[config.mk]
export PLATFORM = sky130hd
export DESIGN_NAME = hb_dec2_fifo
export DESIGN_NICKNAME = d
export VERILOG_FILES = /design/src/rtl/audio_pkg.sv /design/src/rtl/sync_fifo.sv /design/src/rtl/hb_dec2_fifo.sv
export SDC_FILE = /design/constraint.sdc
export NUM_CORES = 1
export LEC_CHECK = 0
export BUFFER_PORTS_ARGS = -buffer_cell sky130_fd_sc_hd__clkbuf_2
export CAP_MARGIN = 10
export CORE_MARGIN = 2
export CORE_UTILIZATION = 59
export CTS_CLUSTER_DIAMETER = 50
export DETAILED_ROUTE_END_ITERATION = 16
export PLACE_DENSITY = 0.74
export SYNTH_ARGS = -nofsm -noshare
export SYNTH_HDL_FRONTEND = slang
export SYNTH_HIERARCHICAL = 1
export SYNTH_SLANG_ARGS = --single-unit
[constraint.sdc]
create_clock -name clk -period 4.55 [get_ports clk]
set_input_delay 0.91 -clock clk [delete_from_list [all_inputs] [get_ports clk]]
set_output_delay 0.91 -clock clk [all_outputs]
set_load 0.01 [all_outputs]
[src/rtl/audio_pkg.sv]
// Shared sample types for the audio filter chain (FIR, decimator and later stages).
package audio_pkg;

    localparam int unsigned SAMPLE_W = 16;
    localparam int unsigned Q15_FRAC = 15;

    typedef logic signed [SAMPLE_W-1:0] sample_t;

endpackage

[src/rtl/sync_fifo.sv]
// Show-ahead synchronous FIFO of sample_t: rd_data is the oldest entry whenever !empty.
module sync_fifo
    import audio_pkg::*;
#(
    parameter int unsigned DEPTH = 8
) (
    input  logic                           clk,
    input  logic                           reset,
    input  logic                           push,
    input  logic                           pop,
    input  logic signed [SAMPLE_W-1:0]     wr_data,
    output logic signed [SAMPLE_W-1:0]     rd_data,
    output logic                           full,
    output logic                           empty,
    output logic [$clog2(DEPTH+1)-1:0]     count
);

    localparam int unsigned PTR_W = $clog2(DEPTH);
    localparam int unsigned CNT_W = $clog2(DEPTH + 1);
    localparam logic [CNT_W-1:0] FULL_CNT = CNT_W'(DEPTH);

    sample_t            mem_q [DEPTH];
    sample_t            mem_d [DEPTH];
    logic [PTR_W-1:0]   wr_ptr_q, wr_ptr_d;
    logic [PTR_W-1:0]   rd_ptr_q, rd_ptr_d;
    logic [CNT_W-1:0]   count_q, count_d;
    logic               do_push;
    logic               do_pop;

    assign full    = (count_q == FULL_CNT);
    assign empty   = (count_q == '0);
    assign count   = count_q;
    assign rd_data = mem_q[rd_ptr_q];

    always_comb begin
        mem_d    = mem_q;
        wr_ptr_d = wr_ptr_q;
        rd_ptr_d = rd_ptr_q;
        do_pop   = pop && !empty;
        // A push while full is only legal when the same cycle frees a slot.
        do_push  = push && (!full || do_pop);
        if (do_push) begin
            mem_d[wr_ptr_q] = wr_data;
            wr_ptr_d        = wr_ptr_q + PTR_W'(1);
        end
        if (do_pop) begin
            rd_ptr_d = rd_ptr_q + PTR_W'(1);
        end
        count_d = count_q + CNT_W'(do_push) - CNT_W'(do_pop);
    end

    always_ff @(posedge clk) begin
        if (reset) begin
            wr_ptr_q <= '0;
            rd_ptr_q <= '0;
            count_q  <= '0;
        end else begin
            wr_ptr_q <= wr_ptr_d;
            rd_ptr_q <= rd_ptr_d;
            count_q  <= count_d;
        end
    end

    always_ff @(posedge clk) begin
        mem_q <= mem_d;
    end

endmodule

[src/rtl/hb_dec2_fifo.sv]
// Decimate-by-2 of the halfband FIR output into a show-ahead FIFO with sticky overflow.
module hb_dec2_fifo
    import audio_pkg::*;
#(
    parameter int unsigned DEPTH = 8,
    parameter int unsigned PHASE = 0
) (
    input  logic                           clk,
    input  logic                           reset,
    input  logic                           in_valid,
    input  logic signed [SAMPLE_W-1:0]     x_in,
    input  logic                           out_ready,
    input  logic                           clr_ovf,
    output logic signed [SAMPLE_W-1:0]     out_data,
    output logic                           out_valid,
    output logic [$clog2(DEPTH+1)-1:0]     level,
    output logic                           overflow
);

    localparam logic KEEP_PHASE = 1'(PHASE);

    logic phase_q, phase_d;
    logic ovf_q, ovf_d;
    logic keep, push, pop, full, empty;

    always_comb begin
        phase_d = phase_q;
        ovf_d   = ovf_q;
        keep    = in_valid && (phase_q == KEEP_PHASE);
        pop     = !empty && out_ready;
        push    = keep && (!full || pop);
        if (in_valid) begin
            phase_d = ~phase_q;
        end
        if (clr_ovf) begin
            ovf_d = 1'b0;
        end
        // A drop outranks a simultaneous clear so no loss goes unreported.
        if (keep && full && !pop) begin
            ovf_d = 1'b1;
        end
    end

    always_ff @(posedge clk) begin
        if (reset) begin
            phase_q <= 1'b0;
            ovf_q   <= 1'b0;
        end else begin
            phase_q <= phase_d;
            ovf_q   <= ovf_d;
        end
    end

    sync_fifo #(
        .DEPTH (DEPTH)
    ) u_fifo (
        .clk     (clk),
        .reset   (reset),
        .push    (push),
        .pop     (pop),
        .wr_data (x_in),
        .rd_data (out_data),
        .full    (full),
        .empty   (empty),
        .count   (level)
    );

    assign out_valid = !empty;
    assign overflow  = ovf_q;

endmodule

==> flow_summary.yaml, run 1 <==
finish:
  fillers: 573
  multi_input_area_um2: 1440
  n_antenna_cell: 0
  final_cells: 484
  register_area_um2: 4090
  drive_gt1_share_pct: 40.6
  num-nets-final: 372
  area_growth_pct: 17.7
route:
  post_drt_wl_per_cell_um: 20.5
  viasPerCell: 5.72
  ant_nets: 0
  drt_wl_total_um: 9920
  drcViolationCount: 0
  vias: 2769
  drt_iter0_markers: 131
  firstDrtPassIters: 4
floorplanning:
  design.die.area_um2: 10300
  die_w_um: 102
  io_pins: 43
  initial_core_util_pct: 60.9
  die_y_um: 102
  rows: 35
  coreArea_um2: 9240
synthesis:
  synth-simple-area-share_pct: 4.65
  yosys-top-cells-count: "edfxtp_1 (128), mux4_2 (32), mux2_2 (17)"
  synth.area.top_cells: "edfxtp_1 (68%), mux4_2 (13%), dfxtp_1 (4.3%)"
  synth_mux_area_share_pct: 16.4
  synth_edf_count: 128
  synth_cells: 284
  netlist.area_leader.share_pct: 68.3
  ys_types: 38
  synth_most_common_cell: "edfxtp_1"
  ys.flop_type: "edfxtp_1"
  netlist_area_um2: 5620
  synthesis.nets: 314
  yosys.area_share.xor_xnor_pct: 0.156
  synth_fa_ha_area_share_pct: 2.14
  synth_seq_cells: 140
  syn_area_per_cell_um2: 19.8
  synth_compound_area_share_pct: 1.85
  yosysTopAreaCell: "edfxtp_1"
  ys_seq_area_share_pct: 72.6
  async_flop_share_pct: 0
  ys_warn_count: 6
  synth_top_family_by_area: "multiplexers"
timing:
  slew_violations: 0
  maxSlewHeadroom_pct: 29.5
  period_needed_ps: 3540
  period_share_pct: 77.7
  worst_clock_skew_ps: 6.81
  fmax_ghz: 0.283
  timing.hold.ws_ps: 467
  fin_tns_setup_ps: 0
  rsz0062_at_grt: "no"
  tightest_slew_ps: 1060
  setup_ws_ps: 1010
  finalSetupViolCount: 0
  hold_viol: 0
setup_path:
  critical_path_buf_inv_count: 2
  startpoint_type: "register"
  cpLargestDelayFamily: "multiplexers"
  crit_type: "register to output pin"
  required_ps: 3640
  worstPathCellList: "buf_4, mux4_2, mux2_2, clkbuf_2"
  arrival_ps: 2630
  cp_max_fo: 18
  slowest_delay_ps: 750
  endpoint_kind: "output pin"
  worst_path_max_delay_cell: "dfxtp_2"
clock_tree:
  clk_path_buf_depth: 2
  cts-buffers-inserted: 17
  worstSkewPairLatency_ps: 520
  cts-root-buf: "clkbuf_8"
  post_cts_buffers: 0
  htreeDepth: 4
  cts.sinks: 140
  cts-resized-gates: 0
  clk_pin_slew_ps: 60
  tritoncts: "done"
  cts_hold_buf: 0
power_and_ir_drop:
  ir_worst_vdd_v: 0.000281
  p_total_w: 0.00371
  p_per_area_nw_per_um2: 560
  p_leak_nw: 2.23
grt:
  grt_max_degree: 23
  grt_pass1_wl_um: 15500
  grtUsageTotal_pct: 21.3
  first_global_vias: 2784
  grt-ovfl-total: 0
  antenna_found_initial: 0
placed_design:
  dpl.hpwl_um: 5830
  portBuffers: 42
  place_inst: 452
  dpl_worst_slack_ps: 1320
  place.gp.congestion: 0.742
hold_path:
  min_path_type: "register to register"
run:
  drv_cap: 0
outcome:
  outcome: "finished clean"
==> through the flow <==
| step | cell area, um2 | util, % |
|---|---|---|
| 2_1_floorplan | 5620 | - |
| 3_3_place_gp | 6030 | 65.3 |
| 3_5_place_dp | 6030 | 65.3 |
| 4_1_cts | 6620 | 71.6 |
| 5_1_grt | 6620 | 71.6 |
| 6_report | 6620 | 71.6 |
==> tightest hold or removal path, stage by stage (launching register included) <==
cell and delay [ps]:
dfxtp_1 300, nand2b_1 60, a21oi_1 60
==> layout by cell type, fill, tap and decap left out, types with 2 or more instances in the layout <==
cell type and n:
edfxtp_1 128, clkbuf_2 42, mux4_2 32, mux2_2 17
clkbuf_16 16, buf_4 12, inv_1 11, dfxtp_1 11
ha_1 8, nand2_1 7, nor2_1 7, nand2b_1 5
a21oi_1 5, clkinvlp_4 4, nor3b_1 4, nor2b_1 4
nor3_2 4, clkinv_2 3, bufinv_16 3, or3b_1 2
clkinv_4 2, inv_6 2, nand4_1 2, nand3_1 2
==> state kept, by name, indices dropped and copies added, names as in the netlist <==
signal           flops
u_fifo/rd_ptr_q      3
overflow             1
phase_q              1
u_fifo/wr_ptr_q      3
u_fifo/count         4
u_fifo/mem_q       128
==> where the power goes <==
group          total [W]  leakage (nW)  internal (W)  switching [W]
registers        0.00160          1.26       0.00151      0.0000903
clock network    0.00135         0.278      0.000835       0.000513
logic           0.000757         0.693      0.000393       0.000364
==> kinds of logic after synthesis <==
family,after synthesis
buffers and inverters,26
AND/OR/NAND/NOR,44
multiplexers,50
flip-flops,140
AO/OA/AOI/OAI,14
XOR/XNOR,1
adder cells (fa/ha/maj),9
==> final cells by class <==
type,instances,area share [%]
Sequential cell,140,61.7
Multi-Input combinational cell,118,21.8
Tap cell,129,2.44
Clock inverter,14,2.57
Clock buffer,18,6.31
Inverter,11,0.624
Timing Repair Buffer,54,4.54
==> metal layers <==
metal | vias to the layer above | wire length [um] | share of wire [%] | GRT usage [%]
met5 | - | 0 | 0 | 0
met4 | 0 | 125 | 1.3 | 8.11
met3 | 11 | 354 | 3.6 | 5.24
met2 | 61 | 5150 | 52 | 34.0
met1 | 1432 | 4290 | 43 | 28.6
li1 | 1265 | - | - | -
==> final timing paths <==
kind	slack, ps	from	endpoint	cells after the start
setup / recovery	1010	u_fifo/rd_ptr_q[0]	out_data[8]	4
hold / removal	470	phase_q	phase_q	2
setup reg to reg	1290	u_fifo/count[2]	u_fifo/count[2]	13
hold reg to reg	470	phase_q	phase_q	2
Power figures use the tool's default switching activity.
==> run 2, diff against run 1 <==
--- a/config.mk
+++ b/config.mk
@@ -5,13 +5,14 @@
 export SDC_FILE = /design/constraint.sdc
 export NUM_CORES = 1
 export LEC_CHECK = 0
+export ABC_AREA = 1
 export BUFFER_PORTS_ARGS = -buffer_cell sky130_fd_sc_hd__clkbuf_2
 export CAP_MARGIN = 10
 export CORE_MARGIN = 2
-export CORE_UTILIZATION = 59
+export CORE_UTILIZATION = 60
 export CTS_CLUSTER_DIAMETER = 50
 export DETAILED_ROUTE_END_ITERATION = 16
-export PLACE_DENSITY = 0.74
+export PLACE_DENSITY = 0.75
 export SYNTH_ARGS = -nofsm -noshare
 export SYNTH_HDL_FRONTEND = slang
 export SYNTH_HIERARCHICAL = 1
==> constraint.sdc (replaced) <==
create_clock -name clk -period 3.5 [get_ports clk]
set_input_delay 0.7 -clock clk [delete_from_list [all_inputs] [get_ports clk]]
set_output_delay 0.7 -clock clk [all_outputs]
set_load 0.01 [all_outputs]
==> flow_summary.yaml, run 2 <==
timing:
  rsz0062_at_grt: "no"
  worst_clock_skew_ps: 6.08
  setup_ws_ps: 421
  fmax_ghz: 0.325
  timing.hold.ws_ps: 435
  period_needed_ps: 3080
  slew_violations: 0
  hold_viol: 0
  maxSlewHeadroom_pct: 24.7
  tightest_slew_ps: 1130
  finalSetupViolCount: 0
  fin_tns_setup_ps: 0
  period_share_pct: 88.0
clock_tree:
  worstSkewPairLatency_ps: 510
  htreeDepth: 4
  clk_pin_slew_ps: 60
  cts-buffers-inserted: 17
  cts_hold_buf: 0
  cts-root-buf: "clkbuf_8"
  clk_path_buf_depth: 2
  tritoncts: "done"
  post_cts_buffers: 0
  cts.sinks: 140
  cts-resized-gates: 0
floorplanning:
  io_pins: 43
  coreArea_um2: 9330
  die_y_um: 103
  initial_core_util_pct: 62.5
  die_w_um: 103
  rows: 35
  design.die.area_um2: 10500
synthesis:
  ys_types: 28
  ys_seq_area_share_pct: 70.0
  synth_seq_cells: 140
  ys_warn_count: 6
  synth_most_common_cell: "edfxtp_1"
  synth_edf_count: 128
  yosys-top-cells-count: "edfxtp_1 (128), nor2_1 (107), nand2_1 (64)"
  netlist.area_leader.share_pct: 65.9
  synth_cells: 495
  async_flop_share_pct: 0
  netlist_area_um2: 5830
  yosysTopAreaCell: "edfxtp_1"
  ys.flop_type: "edfxtp_1"
  syn_area_per_cell_um2: 11.8
  synth.area.top_cells: "edfxtp_1 (66%), nor2_1 (6.9%), o21ai_1 (5.1%)"
  synthesis.nets: 525
route:
  vias: 3822
  drt_wl_total_um: 11500
  drt_iter0_markers: 306
  ant_nets: 0
  drcViolationCount: 0
  viasPerCell: 5.56
  firstDrtPassIters: 5
  post_drt_wl_per_cell_um: 16.7
setup_path:
  crit_type: "register to output pin"
  cp_max_fo: 66
  ff2ff_path_depth: 14
  endpoint_kind: "output pin"
  startpoint_type: "register"
  r2r_end: "u_fifo/count[2]"
  arrival_ps: 2380
  r2r_start: "u_fifo/count[1]"
  rrSetupSlack_ps: 600
  required_ps: 2800
grt:
  grt_pass1_wl_um: 17800
  grt-ovfl-total: 0
  antenna_found_initial: 0
  grt_max_degree: 67
  grtUsageTotal_pct: 23.4
  first_global_vias: 3603
finish:
  drive_gt1_share_pct: 19.1
  area_growth_pct: 15.5
  mostFrequentLayoutCells: "edfxtp_1 (128), nor2_1 (107), nand2_1 (64)"
  final_common_cell: "edfxtp_1"
  post-route-util_pct: 72.2
  largest_reg_flops: 128
  n_antenna_cell: 0
  top_register: "u_fifo/mem_q"
  num-nets-final: 577
placed_design:
  dpl.hpwl_um: 6520
  place.gp.congestion: 0.827
  dpl_worst_slack_ps: 523
  portBuffers: 42
power_and_ir_drop:
  p_leak_nw: 2.52
  pwr-share-clk_pct: 33.1
  internal_power_w: 0.00356
  power_switching_w: 0.00173
  seqPwrFrac_pct: 39.0
  p_per_area_nw_per_um2: 785
  p_total_w: 0.00529
  sw_frac_of_total_pct: 32.7
  ir_worst_vdd_v: 0.000423
  power.share.combinational_pct: 27.9
hold_path:
  min_path_type: "input pin to register"
  whs_endpoint: "overflow"
  hold_depth: 2
  hp-start: "reset"
outcome:
  outcome: "finished clean"
run:
  drv_cap: 0
-- run 2: cell count changes in the layout (fill, tap and decap cells not counted), moves of 4 or more --
| cell | change |
|---|---|
| a21oi_1 | +4 |
| mux4_2 | -32 |
| o21ai_0 | +39 |
| nand2_1 | +57 |
| nand2b_1 | -5 |
| nor2_1 | +100 |
| mux2_2 | -17 |
| nor3b_1 | -4 |
| nor2b_1 | -4 |
| inv_1 | +11 |
| o21ai_1 | +58 |
-- run 2: kinds of logic (layout without fill, tap and decap cells) --
group           count (synthesis)  in the layout  synth area share [%]
compound gates                109            109                  9.42
xor+xnor                        1              1                 0.150
fa+ha+maj                       9              9                  2.06
flops                         140            140                  70.0
buf+inv                        47            111                  4.93
simple gates                  189            189                  13.4
-- run 2: critical path, stage by stage, from the launching register on --
cell and delay [ps]:
dfxtp_2 320, inv_2 800, o21ai_0 270, o21ai_0 170
nand2_1 90, nand2_1 70, clkbuf_2 120
-- run 2: cell type report --
class	instances	area [um2]
Clock inverter	13	168
Clock buffer	18	418
Timing Repair Buffer	57	335
Inverter	23	86.3
Sequential cell	140	4090
Tap cell	129	161
Multi-Input combinational cell	308	1480
Fill cell	633	2590
-- run 2: power groups by stage --
| stage | clock (W) | combinational [W] | sequential, W |
|---|---|---|---|
| 3_5_place_dp | 0 | 0.00146 | 0.00210 |
| 2_1_floorplan | 0 | 0.00114 | 0.00205 |
| 4_1_cts | 0.00177 | 0.00148 | 0.00206 |
| 6_report | 0.00175 | 0.00148 | 0.00206 |
| 3_3_place_gp | 0 | 0.00140 | 0.00209 |
| 5_1_grt | 0.00185 | 0.00167 | 0.00208 |
-- run 2: worst max-delay path by stage --
stage	slack, ps	start	end
finish	420	u_fifo/rd_ptr_q[0]	out_data[2]
CTS	410	u_fifo/rd_ptr_q[0]	out_data[2]
floorplan	490	u_fifo/count[2]	u_fifo/mem_q[16]
detailed placement	520	in_valid	u_fifo/count[2]
global placement	670	in_valid	u_fifo/count[2]
global route	230	u_fifo/rd_ptr_q[0]	out_data[2]
-- run 2: per-stage QoR --
step           instances  cell area (um2)
3_5_place_dp         657             6150
5_1_grt              688             6740
4_1_cts              688             6740
2_1_floorplan        495             5830
6_report             688             6740
3_3_place_gp         657             6150
-- run 2: per-layer routing --
| layer | GRT usage (%) | share of wire (%) |
|---|---|---|
| met5 | 0 | 0 |
| met4 | 8.41 | 1.3 |
| met2 | 39.2 | 51 |
| met1 | 29.7 | 41 |
| met3 | 6.10 | 6.5 |
==> run 3, diff against run 2 <==
--- a/config.mk
+++ b/config.mk
@@ -8,8 +8,9 @@
 export ABC_AREA = 1
 export BUFFER_PORTS_ARGS = -buffer_cell sky130_fd_sc_hd__clkbuf_2
 export CAP_MARGIN = 10
-export CORE_MARGIN = 2
+export CORE_MARGIN = 8
 export CORE_UTILIZATION = 60
+export CTS_BUF_LIST = sky130_fd_sc_hd__clkbuf_8
 export CTS_CLUSTER_DIAMETER = 50
 export DETAILED_ROUTE_END_ITERATION = 16
 export PLACE_DENSITY = 0.75
==> constraint.sdc (replaced) <==
create_clock -name clk -period 3.9 [get_ports clk]
set_input_delay 0.78 -clock clk [delete_from_list [all_inputs] [get_ports clk]]
set_output_delay 0.78 -clock clk [all_outputs]
set_load 0.01 [all_outputs]
==> flow_summary.yaml, run 3 (synthesis gave the netlist of run 2 again) <==
timing:
  hold_viol: 0
  slew_violations: 0
  fmax_ghz: 0.332
  rsz0062_at_grt: "no"
  tightest_slew_ps: 1110
  period_share_pct: 77.3
  worst_clock_skew_ps: 12.0
  period_needed_ps: 3010
  fin_tns_setup_ps: 0
  timing.hold.ws_ps: 489
  setup_ws_ps: 885
  finalSetupViolCount: 0
  maxSlewHeadroom_pct: 26.1
clock_tree:
  cts-resized-gates: 0
  clk_path_buf_depth: 2
  cts.sinks: 140
  cts-buffers-inserted: 17
  cts-root-buf: "clkbuf_8"
  htreeDepth: 4
  post_cts_buffers: 0
  cts_hold_buf: 0
  clk_pin_slew_ps: 80
  worstSkewPairLatency_ps: 440
  tritoncts: "done"
placed_design:
  place.gp.congestion: 0.770
  portBuffers: 42
  dpl.hpwl_um: 6720
  place_inst: 659
  dpl_worst_slack_ps: 943
route:
  ant_nets: 0
  viasPerCell: 5.54
  post_drt_wl_per_cell_um: 16.6
  drt_iter0_markers: 323
  drcViolationCount: 0
  vias: 3819
  firstDrtPassIters: 5
  drt_wl_total_um: 11400
grt:
  grt_pass1_wl_um: 18200
  grt-ovfl-total: 0
  grt_max_degree: 67
  first_global_vias: 3636
  grtUsageTotal_pct: 18.3
  antenna_found_initial: 0
finish:
  num-nets-final: 575
  drive_gt1_share_pct: 18.9
  area_growth_pct: 12.0
  final_common_cell: "edfxtp_1"
  top_register: "u_fifo/mem_q"
  final_cells: 689
  mostFrequentLayoutCells: "edfxtp_1 (128), nor2_1 (107), nand2_1 (64)"
  largest_reg_flops: 128
  n_antenna_cell: 0
  fillers: 709
outcome:
  outcome: "finished clean"
floorplanning:
  coreArea_um2: 9590
  io_pins: 43
  die_y_um: 115
  die_w_um: 115
  rows: 36
  initial_core_util_pct: 60.8
  design.die.area_um2: 13100
setup_path:
  arrival_ps: 2230
  startpoint_type: "register"
  endpoint_kind: "output pin"
  required_ps: 3120
  crit_type: "register to output pin"
  ff2ff_path_depth: 15
  cp_max_fo: 66
power_and_ir_drop:
  ir_worst_vdd_v: 0.000334
  p_leak_nw: 2.42
  p_total_w: 0.00431
  p_per_area_nw_per_um2: 660
hold_path:
  hold_depth: 2
  min_path_type: "register to register"
run:
  drv_cap: 0
[run 3: final timing paths]
kind | start | endpoint | slack (ps)
setup / recovery | u_fifo/rd_ptr_q[0] | out_data[0] | 890
hold / removal | overflow | overflow | 490
hold reg to reg | overflow | overflow | 490
setup reg to reg | u_fifo/count[2] | u_fifo/count[2] | 1080
[run 3: per-stage QoR]
step                utilization [%]  cell area [um2]
floorplan                         -             5830
global placement               63.9             6130
detailed placement             63.9             6130
CTS                            68.1             6530
global route                   68.1             6530
finish                         68.1             6530
[run 3: report_power, final]
part / leakage [nW] / internal, W / switching (W)
Combinational: 0.978 / 0.000451 / 0.000835
Clock: 0.182 / 0.000628 / 0.000549
Sequential: 1.26 / 0.00176 / 0.0000926
Total: 2.42 / 0.00284 / 0.00148
[run 3: layer usage]
metal / vias up / share of wire, % / global-route usage (%)
li1: 1808 / - / -
met1: 1860 / 44 / 22.4
met2: 135 / 49 / 30.3
met3: 16 / 5.8 / 4.91
met4: 0 / 1.3 / 7.19
met5: - / 0 / 0
[run 3: layout make-up]
cell class              instances  area, um2  share of cell area [%]
clock buffers                  17        234                    3.58
clock inverters                13        170                    2.61
inverters                      23       86.3                    1.32
multi-input cells             308       1480                    22.7
flip-flops and latches        140       4090                    62.6
well taps                     133        166                    2.55
repair buffers                 55        308                    4.71
[run 3: critical path, stage by stage, from the launching register on]
cell	delay (ps)
dfxtp_2	330
inv_2	780
o21ai_0	230
o21ai_0	120
nand2_1	80
nand2_1	80
clkbuf_2	130
